[src/rtl/sync_counter.sv]
// sync_counter: parameterised synchronous binary up-counter.
// Priority at each rising edge: reset > clear > load > enable > hold.
// Optional wrap flag on ovf_o is built when COUNTER_OVERFLOW_FLAG_EN is defined;
// otherwise ovf_o is tied low and no flag register exists.
module sync_counter #(
  parameter int unsigned COUNTER_WIDTH = 8,
  parameter int unsigned RESET_VAL     = 0
) (
  input  logic                     clk_i,
  input  logic                     rst_i,
  input  logic                     clr_i,
  input  logic                     load_i,
  input  logic [COUNTER_WIDTH-1:0] load_val_i,
  input  logic                     en_i,
  output logic [COUNTER_WIDTH-1:0] count_o,
  output logic                     ovf_o
);

  // RESET_VAL is deliberately truncated to the register width
  localparam logic [COUNTER_WIDTH-1:0] RST_V = COUNTER_WIDTH'(RESET_VAL);

  logic [COUNTER_WIDTH-1:0] cnt_q;
  logic [COUNTER_WIDTH-1:0] cnt_d;
  logic                     inc_win;

  // increment only happens when enable is the winning action this edge
  assign inc_win = en_i & ~clr_i & ~load_i;

  // next-count selection by priority (reset handled in the register)
  always_comb begin
    cnt_d = cnt_q;
    if (clr_i)       cnt_d = RST_V;
    else if (load_i) cnt_d = load_val_i;
    else if (en_i)   cnt_d = cnt_q + 1'b1;
  end

  // count register, drives count_o directly
  always_ff @(posedge clk_i) begin
    if (rst_i) cnt_q <= RST_V;
    else       cnt_q <= cnt_d;
  end

  assign count_o = cnt_q;

`ifdef COUNTER_OVERFLOW_FLAG_EN
  logic ovf_q;

  // one-cycle pulse aligned with count_o showing 0 after an all-ones increment
  always_ff @(posedge clk_i) begin
    if (rst_i) ovf_q <= 1'b0;
    else       ovf_q <= inc_win & (&cnt_q);
  end

  assign ovf_o = ovf_q;
`else
  logic unused_inc_win;
  assign unused_inc_win = inc_win;
  assign ovf_o = 1'b0;
`endif

endmodule

[config.mk]
export PLATFORM = sky130hd
export DESIGN_NAME = sync_counter
export DESIGN_NICKNAME = d
export VERILOG_FILES = /design/src/rtl/sync_counter.sv
export SDC_FILE = /design/constraint.sdc
export NUM_CORES = 1
export LEC_CHECK = 0
export ABC_CLOCK_PERIOD_IN_PS = 1300
export BUFFER_PORTS_ARGS = -buffer_cell sky130_fd_sc_hd__buf_4
export CAP_MARGIN = 20
export CORE_AREA = 2 2 39 41
export CTS_BUF_LIST = sky130_fd_sc_hd__clkbuf_16
export DETAILED_ROUTE_END_ITERATION = 10
export DIE_AREA = 0 0 41 43
export SYNTH_ARGS = -nofsm -noshare
export SYNTH_HDL_FRONTEND = slang
export SYNTH_SLANG_ARGS = --single-unit
[constraint.sdc]
create_clock -name clk_i -period 1.3 [get_ports clk_i]
set_input_delay 0.26 -clock clk_i [delete_from_list [all_inputs] [get_ports clk_i]]
set_output_delay 0.26 -clock clk_i [all_outputs]
set_load 0.005 [all_outputs]
==> results.sh, run 1 <==
export IMPL_layout_worst_path_cycle_share_pct=94.1
export IMPL_dp_hpwl_um=856
export IMPL_syn_area_per_cell_um2=8.95
export IMPL_combPwrFrac_pct=13.2
export IMPL_holdPathEnd="count_o[2]$_SDFFE_PP0P_"
export IMPL_first_iter_violations=5
export IMPL_drive_gt1_share_pct=43.2
export IMPL_syn_to_final_growth_pct=66.6
export IMPL_power_leakage_nw=0.346
export IMPL_cts_sinks=8
export IMPL_critical_path_cell_chain="nand4_1, or4b_1, o311ai_1"
export IMPL_crit_required_ns=1.43
export IMPL_antenna_found_initial=0
export IMPL_synth_top_area_share_pct=35.1
export IMPL_fin_skew_ns=0.00244
export IMPL_placed_cells=93
export IMPL_r2r_end="count_o[7]$_SDFFE_PP0P_"
export IMPL_io_buffers=20
export IMPL_hold_class="in2reg"
export IMPL_clockRootBuffer="clkbuf_16"
export IMPL_placementRows=14
export IMPL_ys_top_cells_by_area="dfxtp_1 (35%), o21ai_0 (6.6%), xor2_1 (5.8%), nor4b_4 (5.2%), o211a_1 (4.4%)"
export IMPL_timing_final_hold_violations=0
export IMPL_synth_edf_count=0
export IMPL_vias=484
export IMPL_start_util_pct=33.0
export IMPL_diodes=0
export IMPL_max_freq_mhz=818
export IMPL_die_x_um=41
export IMPL_grt_pass1_vias=465
export IMPL_insertion_delay_ns=0.23
export IMPL_synthArstFlopShare_pct=0
export IMPL_timing_rr_start="count_o[5]$_SDFFE_PP0P_"
export IMPL_post_route_min_period_ns=1.22
export IMPL_clk_pin_slew_ns=0.04
export IMPL_vias_per_cell=4.99
export IMPL_die_area_um2=1760
export IMPL_largest_register_ffs=8
export IMPL_final_antenna_net_count=0
export IMPL_swShare_pct=19.8
export IMPL_intPower_mw=0.723
export IMPL_grt_usage_pct=16.8
export IMPL_syn_inst=51
export IMPL_peakVddDrop_uv=1020
export IMPL_routed_wl_mm=1.13
export IMPL_end_kind="register"
export IMPL_finalSetupViolCount=0
export IMPL_core_area_um2=1380
export IMPL_fin_nets=97
export IMPL_sequentialPowerShare_pct=29.4
export IMPL_total_power_mw=0.902
export IMPL_ioPinCount=22
export IMPL_synth_cell_types=25
export IMPL_worst_path_largest_cell_delay_ns=0.53
export IMPL_ys_seq_elements=8
export IMPL_hold_buffers=0
export IMPL_overflow=0
export IMPL_cts_inserted_buffers=3
export IMPL_worstRegToRegCells=3
export IMPL_firstDrtPassIters=2
export IMPL_rsz0062_at_grt="no"
export IMPL_syn_area_um2=457
export IMPL_wl_per_cell_um=11.7
export IMPL_dieHeight_um=43
export IMPL_power_density_nw_per_um2=1190
export IMPL_finalNonFillerCells=97
export IMPL_r2r_setup_slack_ns=0.08
export IMPL_status="complete, no violations"
export IMPL_cp_max_fo=4
export IMPL_ys_warn_count=0
export IMPL_seq_area_frac_synth_pct=35.1
export IMPL_synth_top_flop_cell="dfxtp_1"
export IMPL_maxCapViolations=0
export IMPL_cts_tree="done"
export IMPL_gp_congestion=0.789
export IMPL_clkPwrFrac_pct=57.4
export IMPL_synth_fp_nets=65
export IMPL_fin_tns_setup_ns=0
export IMPL_slowest_stage="or4b_1"
export IMPL_cts_buffer_depth=2
export IMPL_drc_errors=0
export IMPL_h_tree_depth=1
export IMPL_arrival_ns=1.36
export IMPL_timing_hold_ws_ns=0.233
export IMPL_worstHoldStart="rst_i"
export IMPL_drv_slew=0
export IMPL_startpoint_type="register"
export IMPL_p_sw_mw=0.179
export IMPL_grt_max_degree=9
export IMPL_whs_path_depth=2
export IMPL_grt_pass1_wl_mm=1.91
export IMPL_worstSetupPathType="reg2reg"
export IMPL_yosysTopAreaCell="dfxtp_1"
==> per-layer routing <==
layer  track usage [%]  up-vias  wire length (um)
met5                 0        -                 0
met4              8.00        0                19
met3              9.42        4                77
met2              24.4       15               525
met1              19.0      211               510
li1                  -      254                 -
==> timing repair <==
item	CTS	global route
gates resized for setup	0	2
setup buffers	0	1
endpoints found under the setup margin	0	3
==> cells in the final DEF (no fill, tap or decap), drive strengths merged <==
master / synthesis / layout
nor2: 2 / 2
a2111oi: 1 / 1
dfxtp: 8 / 8
nor3b: 1 / 1
or4b: 1 / 1
nand2: 3 / 3
o211ai: 1 / 1
o211a: 2 / 2
nand4: 3 / 3
mux2i: 1 / 1
a21oi: 3 / 3
inv: 1 / 1
a31oi: 2 / 2
xor2: 3 / 3
o21ai: 6 / 6
buf: 2 / 30
ha: 1 / 1
conb: 1 / 1
clkbuf: 1 / 3
nand3: 3 / 3
xnor2: 1 / 1
o311ai: 1 / 1
nor4b: 1 / 1
or3: 2 / 2
==> Yosys cell counts (2+ instances only) <==
cell type,n
nand4_1,3
o21ai_0,6
nand2_1,3
o211a_1,2
dfxtp_1,8
or3_1,2
a31oi_1,2
nand3_1,3
nor2_1,2
a21oi_1,3
xor2_1,3
==> worst max-delay path: cells and delay by family (launching register included) <==
kind	cells	cell delay, ns
AOI/OAI and AO/OA	1	0.08
DFF	1	0.35
and+or+nand+nor	2	0.69
==> worst max path at each step <==
stage | startpoint | to | cells past startpoint
4_1_cts | count_o[5]$_SDFFE_PP0P_ | count_o[7]$_SDFFE_PP0P_ | 3
3_3_place_gp | load_i | count_o[7]$_SDFFE_PP0P_ | 4
5_1_grt | count_o[0]$_SDFFE_PP0P_ | count_o[7]$_SDFFE_PP0P_ | 4
2_1_floorplan | count_o[0]$_SDFFE_PP0P_ | count_o[2]$_SDFFE_PP0P_ | 4
6_report | count_o[5]$_SDFFE_PP0P_ | count_o[7]$_SDFFE_PP0P_ | 3
3_5_place_dp | load_i | count_o[7]$_SDFFE_PP0P_ | 4
==> power by group through the flow <==
stage / Clock [mW] / Sequential (mW) / Combinational, mW
2_1_floorplan: 0 / 0.274 / 0.0414
5_1_grt: 0.539 / 0.266 / 0.133
4_1_cts: 0.530 / 0.265 / 0.118
3_3_place_gp: 0 / 0.268 / 0.117
6_report: 0.518 / 0.265 / 0.119
3_5_place_dp: 0 / 0.269 / 0.117
==> through the flow <==
| step | cell area (um2) | util [%] | worst slack, ns |
|---|---|---|---|
| floorplan | 457 | - | 0.0540 |
| global placement | 672 | 48.6 | 0.0191 |
| detailed placement | 672 | 48.6 | 0.000364 |
| CTS | 747 | 54.0 | 0.0585 |
| global route | 761 | 55.0 | 0.000441 |
| finish | 761 | 55.0 | 0.0770 |
==> kinds of logic after synthesis <==
family	share of synthesized area, %
XOR/XNOR	7.67
AND/OR/NAND/NOR	23.3
flip-flops	35.1
other	0.821
multiplexers	2.19
adder cells (fa/ha/maj)	2.74
AO/OA/AOI/OAI	22.5
buffers and inverters	5.75
==> layout make-up <==
class	count	area, um2
Clock buffer	3	75.1
Fill cell	124	623
Sequential cell	8	160
Inverter	1	3.75
Timing Repair Buffer	30	225
Tap cell	16	20.0
Multi-Input combinational cell	39	277
(Power assumes the default switching activity.)
==> inputs of run 2 (changes only) <==
==> constraint.sdc (replaced) <==
create_clock -name clk_i -period 1.3 [get_ports clk_i]
set_input_delay 0.195 -clock clk_i [delete_from_list [all_inputs] [get_ports clk_i]]
set_output_delay 0.195 -clock clk_i [all_outputs]
set_load 0.005 [all_outputs]
==> run 2 against run 1 <==
Against the previous run: first-iteration DRC count shrank 20%; die area did not move; worst setup slack worse by 0.014 ns; critical endpoint unchanged; final area shrank 2.0%; utilization down 1.1 points; critical path depth stayed put; cell count fell by 2.1%; power decreased by 0.93%.
==> results.sh, run 2 (synthesis gave the netlist of run 1 again) <==
export IMPL_total_power_mw=0.894
export IMPL_gp_congestion=0.739
export IMPL_finalSetupViolCount=0
export IMPL_grt_max_degree=10
export IMPL_overflow=0
export IMPL_arrival_ns=1.37
export IMPL_final_common_cell="buf_4"
export IMPL_routed_wl_mm=1.16
export IMPL_io_buffers=20
export IMPL_crit_required_ns=1.43
export IMPL_fin_tns_setup_ns=0
export IMPL_wl_per_cell_um=12.2
export IMPL_r2r_setup_slack_ns=0.06
export IMPL_cts_tree="done"
export IMPL_syn_to_final_growth_pct=63.3
export IMPL_status="complete, no violations"
export IMPL_timing_hold_ws_ns=0.170
export IMPL_die_x_um=41
export IMPL_grt_pass1_vias=428
export IMPL_clk_pin_slew_ns=0.04
export IMPL_insertion_delay_ns=0.23
export IMPL_max_freq_mhz=808
export IMPL_grt_usage_pct=15.8
export IMPL_cts_buffer_depth=2
export IMPL_core_area_um2=1380
export IMPL_post_route_min_period_ns=1.24
export IMPL_placed_cells=91
export IMPL_final_cell_mix="buf_4 (28), dfxtp_1 (8), o21ai_0 (6)"
export IMPL_drc_errors=0
export IMPL_hold_class="in2reg"
export IMPL_timing_final_hold_violations=0
export IMPL_die_area_um2=1760
export IMPL_cts_inserted_buffers=3
export IMPL_peakVddDrop_uv=665
export IMPL_start_util_pct=33.0
export IMPL_ioPinCount=22
export IMPL_dp_hpwl_um=857
export IMPL_finalNonFillerCells=95
export IMPL_diodes=0
export IMPL_grt_pass1_wl_mm=1.81
export IMPL_nFillCells=131
export IMPL_antenna_found_initial=0
export IMPL_maxCapViolations=0
export IMPL_h_tree_depth=1
export IMPL_firstDrtPassIters=2
export IMPL_drive_gt1_share_pct=41.8
export IMPL_cp_max_fo=4
export IMPL_rsz0062_at_grt="no"
export IMPL_power_density_nw_per_um2=1200
export IMPL_placementRows=14
export IMPL_startpoint_type="register"
export IMPL_largest_register_ffs=8
export IMPL_vias_per_cell=5.18
export IMPL_layout_worst_path_cycle_share_pct=95.2
export IMPL_end_kind="register"
export IMPL_worstSetupPathType="reg2reg"
export IMPL_fin_skew_ns=0.00283
export IMPL_drv_slew=0
export IMPL_power_leakage_nw=0.336
export IMPL_vias=492
export IMPL_dieHeight_um=43
export IMPL_fin_nets=95
export IMPL_clockRootBuffer="clkbuf_16"
export IMPL_first_iter_violations=4
export IMPL_final_antenna_net_count=0
export IMPL_cts_sinks=8
-- run 2: changes by cell type in the layout (fill, tap and decap cells not counted) --
cell,change
buf_4,-2
-- run 2: routing by layer --
layer | routed length [um] | share of wire [%] | track usage (%) | up-vias
met5 | 0 | 0 | 0 | -
met4 | 17 | 1.5 | 8.00 | 0
met3 | 73 | 6.3 | 7.85 | 5
met2 | 551 | 48 | 24.1 | 15
met1 | 513 | 44 | 17.0 | 224
li1 | - | - | - | 248
-- run 2: final cells by class --
cell class                 count  area (um2)  area share, %
multi-input combinational     39         277           37.1
inverter                       1        3.75          0.503
timing repair buffer          28         210           28.2
sequential                     8         160           21.5
clock buffer                   3        75.1           10.1
tap                           16        20.0           2.68
-- run 2: final timing paths --
path                           start                      end  cells past startpoint
max          count_o[4]$_SDFFE_PP0P_  count_o[7]$_SDFFE_PP0P_                      3
min                            rst_i  count_o[2]$_SDFFE_PP0P_                      2
max reg2reg  count_o[4]$_SDFFE_PP0P_  count_o[7]$_SDFFE_PP0P_                      3
min reg2reg  count_o[6]$_SDFFE_PP0P_  count_o[6]$_SDFFE_PP0P_                      2
-- run 2: worst max-delay path: stages (launching register included) --
cell and delay (ns):
dfxtp_1 0.32, nand4_1 0.18, or4b_1 0.54, o311ai_1 0.09
-- run 2: per-stage QoR --
step / area (um2) / worst slack (ns) / utilization (%)
finish: 746 / 0.0627 / 53.9
detailed placement: 657 / 0.0470 / 47.5
global route: 746 / 0.00440 / 53.9
floorplan: 457 / 0.0540 / -
global placement: 657 / 0.0639 / 47.5
CTS: 732 / 0.0571 / 52.9
-- run 2: timing repair --
item,CTS,global route
endpoints found under the setup margin,0,2
hold buffers,0,0
gates resized for setup,0,2
buffers inserted,0,1
-- run 2: report_power, final --
group | switching [mW] | total [mW] | internal, mW
combinational | 0.0517 | 0.118 | 0.0661
clock | 0.116 | 0.512 | 0.396
sequential | 0.00636 | 0.264 | 0.258
==> inputs of run 3 (changes only) <==
--- a/config.mk
+++ b/config.mk
@@ -5,6 +5,7 @@
 export SDC_FILE = /design/constraint.sdc
 export NUM_CORES = 1
 export LEC_CHECK = 0
+export ABC_AREA = 1
 export ABC_CLOCK_PERIOD_IN_PS = 1300
 export BUFFER_PORTS_ARGS = -buffer_cell sky130_fd_sc_hd__buf_4
 export CAP_MARGIN = 20
@@ -12,6 +13,7 @@
 export CTS_BUF_LIST = sky130_fd_sc_hd__clkbuf_16
 export DETAILED_ROUTE_END_ITERATION = 10
 export DIE_AREA = 0 0 41 43
+export PLACE_DENSITY = 0.68
 export SYNTH_ARGS = -nofsm -noshare
 export SYNTH_HDL_FRONTEND = slang
 export SYNTH_SLANG_ARGS = --single-unit
==> run 3 against run 2 <==
Against the previous run: sequential share of layout area rose by 0.61 points; cell count increased by 16%; clock skew is 0.00095 ns lower; register-to-register slack improved by 0.10 ns; largest cell class unchanged.
==> results.sh, run 3 <==
export IMPL_status="complete, no violations"
export IMPL_clkPwrFrac_pct=58.8
export IMPL_syn_to_final_growth_pct=47.5
export IMPL_clockRootBuffer="clkbuf_16"
export IMPL_overflow=0
export IMPL_core_area_um2=1380
export IMPL_largest_register_ffs=8
export IMPL_synth_top_area_share_pct=32.3
export IMPL_swShare_pct=20.2
export IMPL_r2r_setup_slack_ns=0.16
export IMPL_cts_resized=0
export IMPL_max_freq_mhz=880
export IMPL_synthAdderAreaFrac_pct=2.53
export IMPL_holdPathEnd="count_o[1]$_SDFFE_PP0P_"
export IMPL_final_antenna_net_count=0
export IMPL_crit_required_ns=1.46
export IMPL_peakVddDrop_uv=539
export IMPL_ys_seq_elements=8
export IMPL_synthSimpleGateAreaFrac_pct=28.5
export IMPL_worstHoldStart="rst_i"
export IMPL_grt_pass1_wl_mm=2.00
export IMPL_whs_path_depth=4
export IMPL_fin_tns_setup_ns=0
export IMPL_startpoint_type="register"
export IMPL_hold_buffers=0
export IMPL_first_iter_violations=13
export IMPL_cts_sinks=8
export IMPL_io_buffers=20
export IMPL_worstSetupPathType="reg2reg"
export IMPL_hold_class="in2reg"
export IMPL_yosys_area_share_xor_xnor_pct=1.77
export IMPL_syn_area_per_cell_um2=6.88
export IMPL_placementRows=14
export IMPL_ys_warn_count=0
export IMPL_grt_usage_pct=17.3
export IMPL_firstDrtPassIters=5
export IMPL_synth_edf_count=0
export IMPL_arrival_ns=1.30
export IMPL_rsz0062_at_grt="no"
export IMPL_drive_gt1_share_pct=35.1
export IMPL_place_area_um2=654
export IMPL_routed_wl_mm=1.35
export IMPL_fin_nets=110
export IMPL_layout_worst_path_cycle_share_pct=87.4
export IMPL_r2r_end="count_o[6]$_SDFFE_PP0P_"
export IMPL_ys_top_cells_by_count="nand2_1 (15), dfxtp_1 (8), inv_1 (7), a21oi_1 (6), nand3_1 (6)"
export IMPL_die_area_um2=1760
export IMPL_final_cell_mix="buf_4 (21), nand2_1 (15), inv_1 (7), dfxtp_1 (7)"
export IMPL_gp_congestion=0.826
export IMPL_synth_fp_nets=86
export IMPL_h_tree_depth=1
export IMPL_muxShareOfSynthArea_pct=0
export IMPL_drv_slew=0
export IMPL_synth_cell_types=21
export IMPL_end_kind="register"
export IMPL_cp_max_fo=5
export IMPL_dp_hpwl_um=921
export IMPL_worstRegToRegCells=5
export IMPL_insertion_delay_ns=0.23
export IMPL_die_x_um=41
export IMPL_clk_pin_slew_ns=0.04
export IMPL_synth_top_family_by_area="simple AND/OR/NAND/NOR gates"
export IMPL_cts_tree="done"
export IMPL_nFillCells=138
export IMPL_vias_per_cell=5.13
export IMPL_grt_max_degree=11
export IMPL_synth_compound_area_share_pct=23.5
export IMPL_synthArstFlopShare_pct=0
export IMPL_timing_rr_start="count_o[1]$_SDFFE_PP0P_"
export IMPL_cts_buffer_depth=2
export IMPL_post_cts_buffers=0
export IMPL_syn_area_um2=495
export IMPL_diodes=0
export IMPL_dieHeight_um=43
export IMPL_power_leakage_nw=0.328
export IMPL_start_util_pct=35.8
export IMPL_timing_final_hold_violations=0
export IMPL_fin_skew_ns=0.00188
export IMPL_wl_per_cell_um=12.3
export IMPL_ioPinCount=22
export IMPL_yosysTopAreaCell="dfxtp_1"
export IMPL_post_route_min_period_ns=1.14
export IMPL_finalSetupViolCount=0
export IMPL_power_density_nw_per_um2=1210
export IMPL_ys_top_cells_by_area="dfxtp_1 (32%), nand2_1 (11%), a22oi_1 (7.6%), a21oi_1 (6.1%), nand3_1 (6.1%)"
export IMPL_synth_most_common_cell="nand2_1"
export IMPL_sequentialPowerShare_pct=30.2
export IMPL_maxCapViolations=0
export IMPL_timing_hold_ws_ns=0.243
export IMPL_intPower_mw=0.704
export IMPL_grt_pass1_vias=488
export IMPL_seq_area_frac_synth_pct=32.3
export IMPL_cts_inserted_buffers=3
export IMPL_vias=564
export IMPL_combPwrFrac_pct=10.9
export IMPL_p_sw_mw=0.179
export IMPL_fin_area_um2=731
export IMPL_total_power_mw=0.883
export IMPL_antenna_found_initial=0
export IMPL_syn_inst=72
export IMPL_drc_errors=0
export IMPL_final_common_cell="buf_4"
export IMPL_synth_top_flop_cell="dfxtp_1"
-- run 3: changes by cell type in the layout (fill, tap and decap cells not counted), sizes merged, moves of 3 or more --
cell   previous run  this run
nand4             3         0
nor2              2         7
a22oi             0         5
nand2             3        16
inv               1         9
a21oi             3         7
nand3             3         7
buf              28        21
-- run 3: stage by stage --
stage	utilization (%)	cells	setup slack (ns)
global placement	47.3	107	0.218
detailed placement	47.3	107	0.129
CTS	52.7	110	0.0955
global route	52.8	110	0.0711
finish	52.8	110	0.164
floorplan	-	72	0.241
-- run 3: cells by family after synthesis --
logic type / count (synthesis)
compound gates: 19
buf+inv: 11
flops: 8
simple gates: 31
other cells: 1
fa+ha+maj: 1
xor+xnor: 1
-- run 3: how the worst max path moves through the flow --
stage	depth (start not counted)	endpoint	from
floorplan	6	count_o[6]$_SDFFE_PP0P_	count_o[1]$_SDFFE_PP0P_
global placement	6	count_o[4]$_SDFFE_PP0P_	count_o[1]$_SDFFE_PP0P_
detailed placement	5	count_o[6]$_SDFFE_PP0P_	count_o[1]$_SDFFE_PP0P_
CTS	5	count_o[6]$_SDFFE_PP0P_	count_o[1]$_SDFFE_PP0P_
global route	5	count_o[6]$_SDFFE_PP0P_	count_o[1]$_SDFFE_PP0P_
finish	5	count_o[6]$_SDFFE_PP0P_	count_o[1]$_SDFFE_PP0P_
-- run 3: layout make-up --
class / instances / area (um2) / area share (%)
Tap cell: 16 / 20.0 / 2.74
Clock buffer: 3 / 75.1 / 10.3
Multi-Input combinational cell: 53 / 283 / 38.7
Timing Repair Buffer: 21 / 158 / 21.6
Inverter: 9 / 33.8 / 4.62
Sequential cell: 8 / 161 / 22.1
-- run 3: critical path, cell delays in order (launching register included) --
cell	delay (ns)
dfxtp_2	0.36
ha_1	0.18
nand3_1	0.14
o21bai_1	0.17
nand3_1	0.09
a21oi_1	0.13
-- run 3: power by group through the flow --
stage	clock, mW	sequential, mW	combinational, mW
after floorplan	0	0.270	0.0446
after global placement	0	0.270	0.0923
after detailed placement	0	0.271	0.0938
after CTS	0.524	0.267	0.0958
after global routing	0.534	0.268	0.106
final	0.519	0.267	0.0964
-- run 3: layer usage --
layer / GRT usage, % / up-vias / part of all wire (%)
li1: - / 283 / -
met1: 18.3 / 251 / 39
met2: 27.5 / 26 / 51
met3: 5.24 / 4 / 7.4
met4: 11.3 / 0 / 2.4
met5: 0 / - / 0
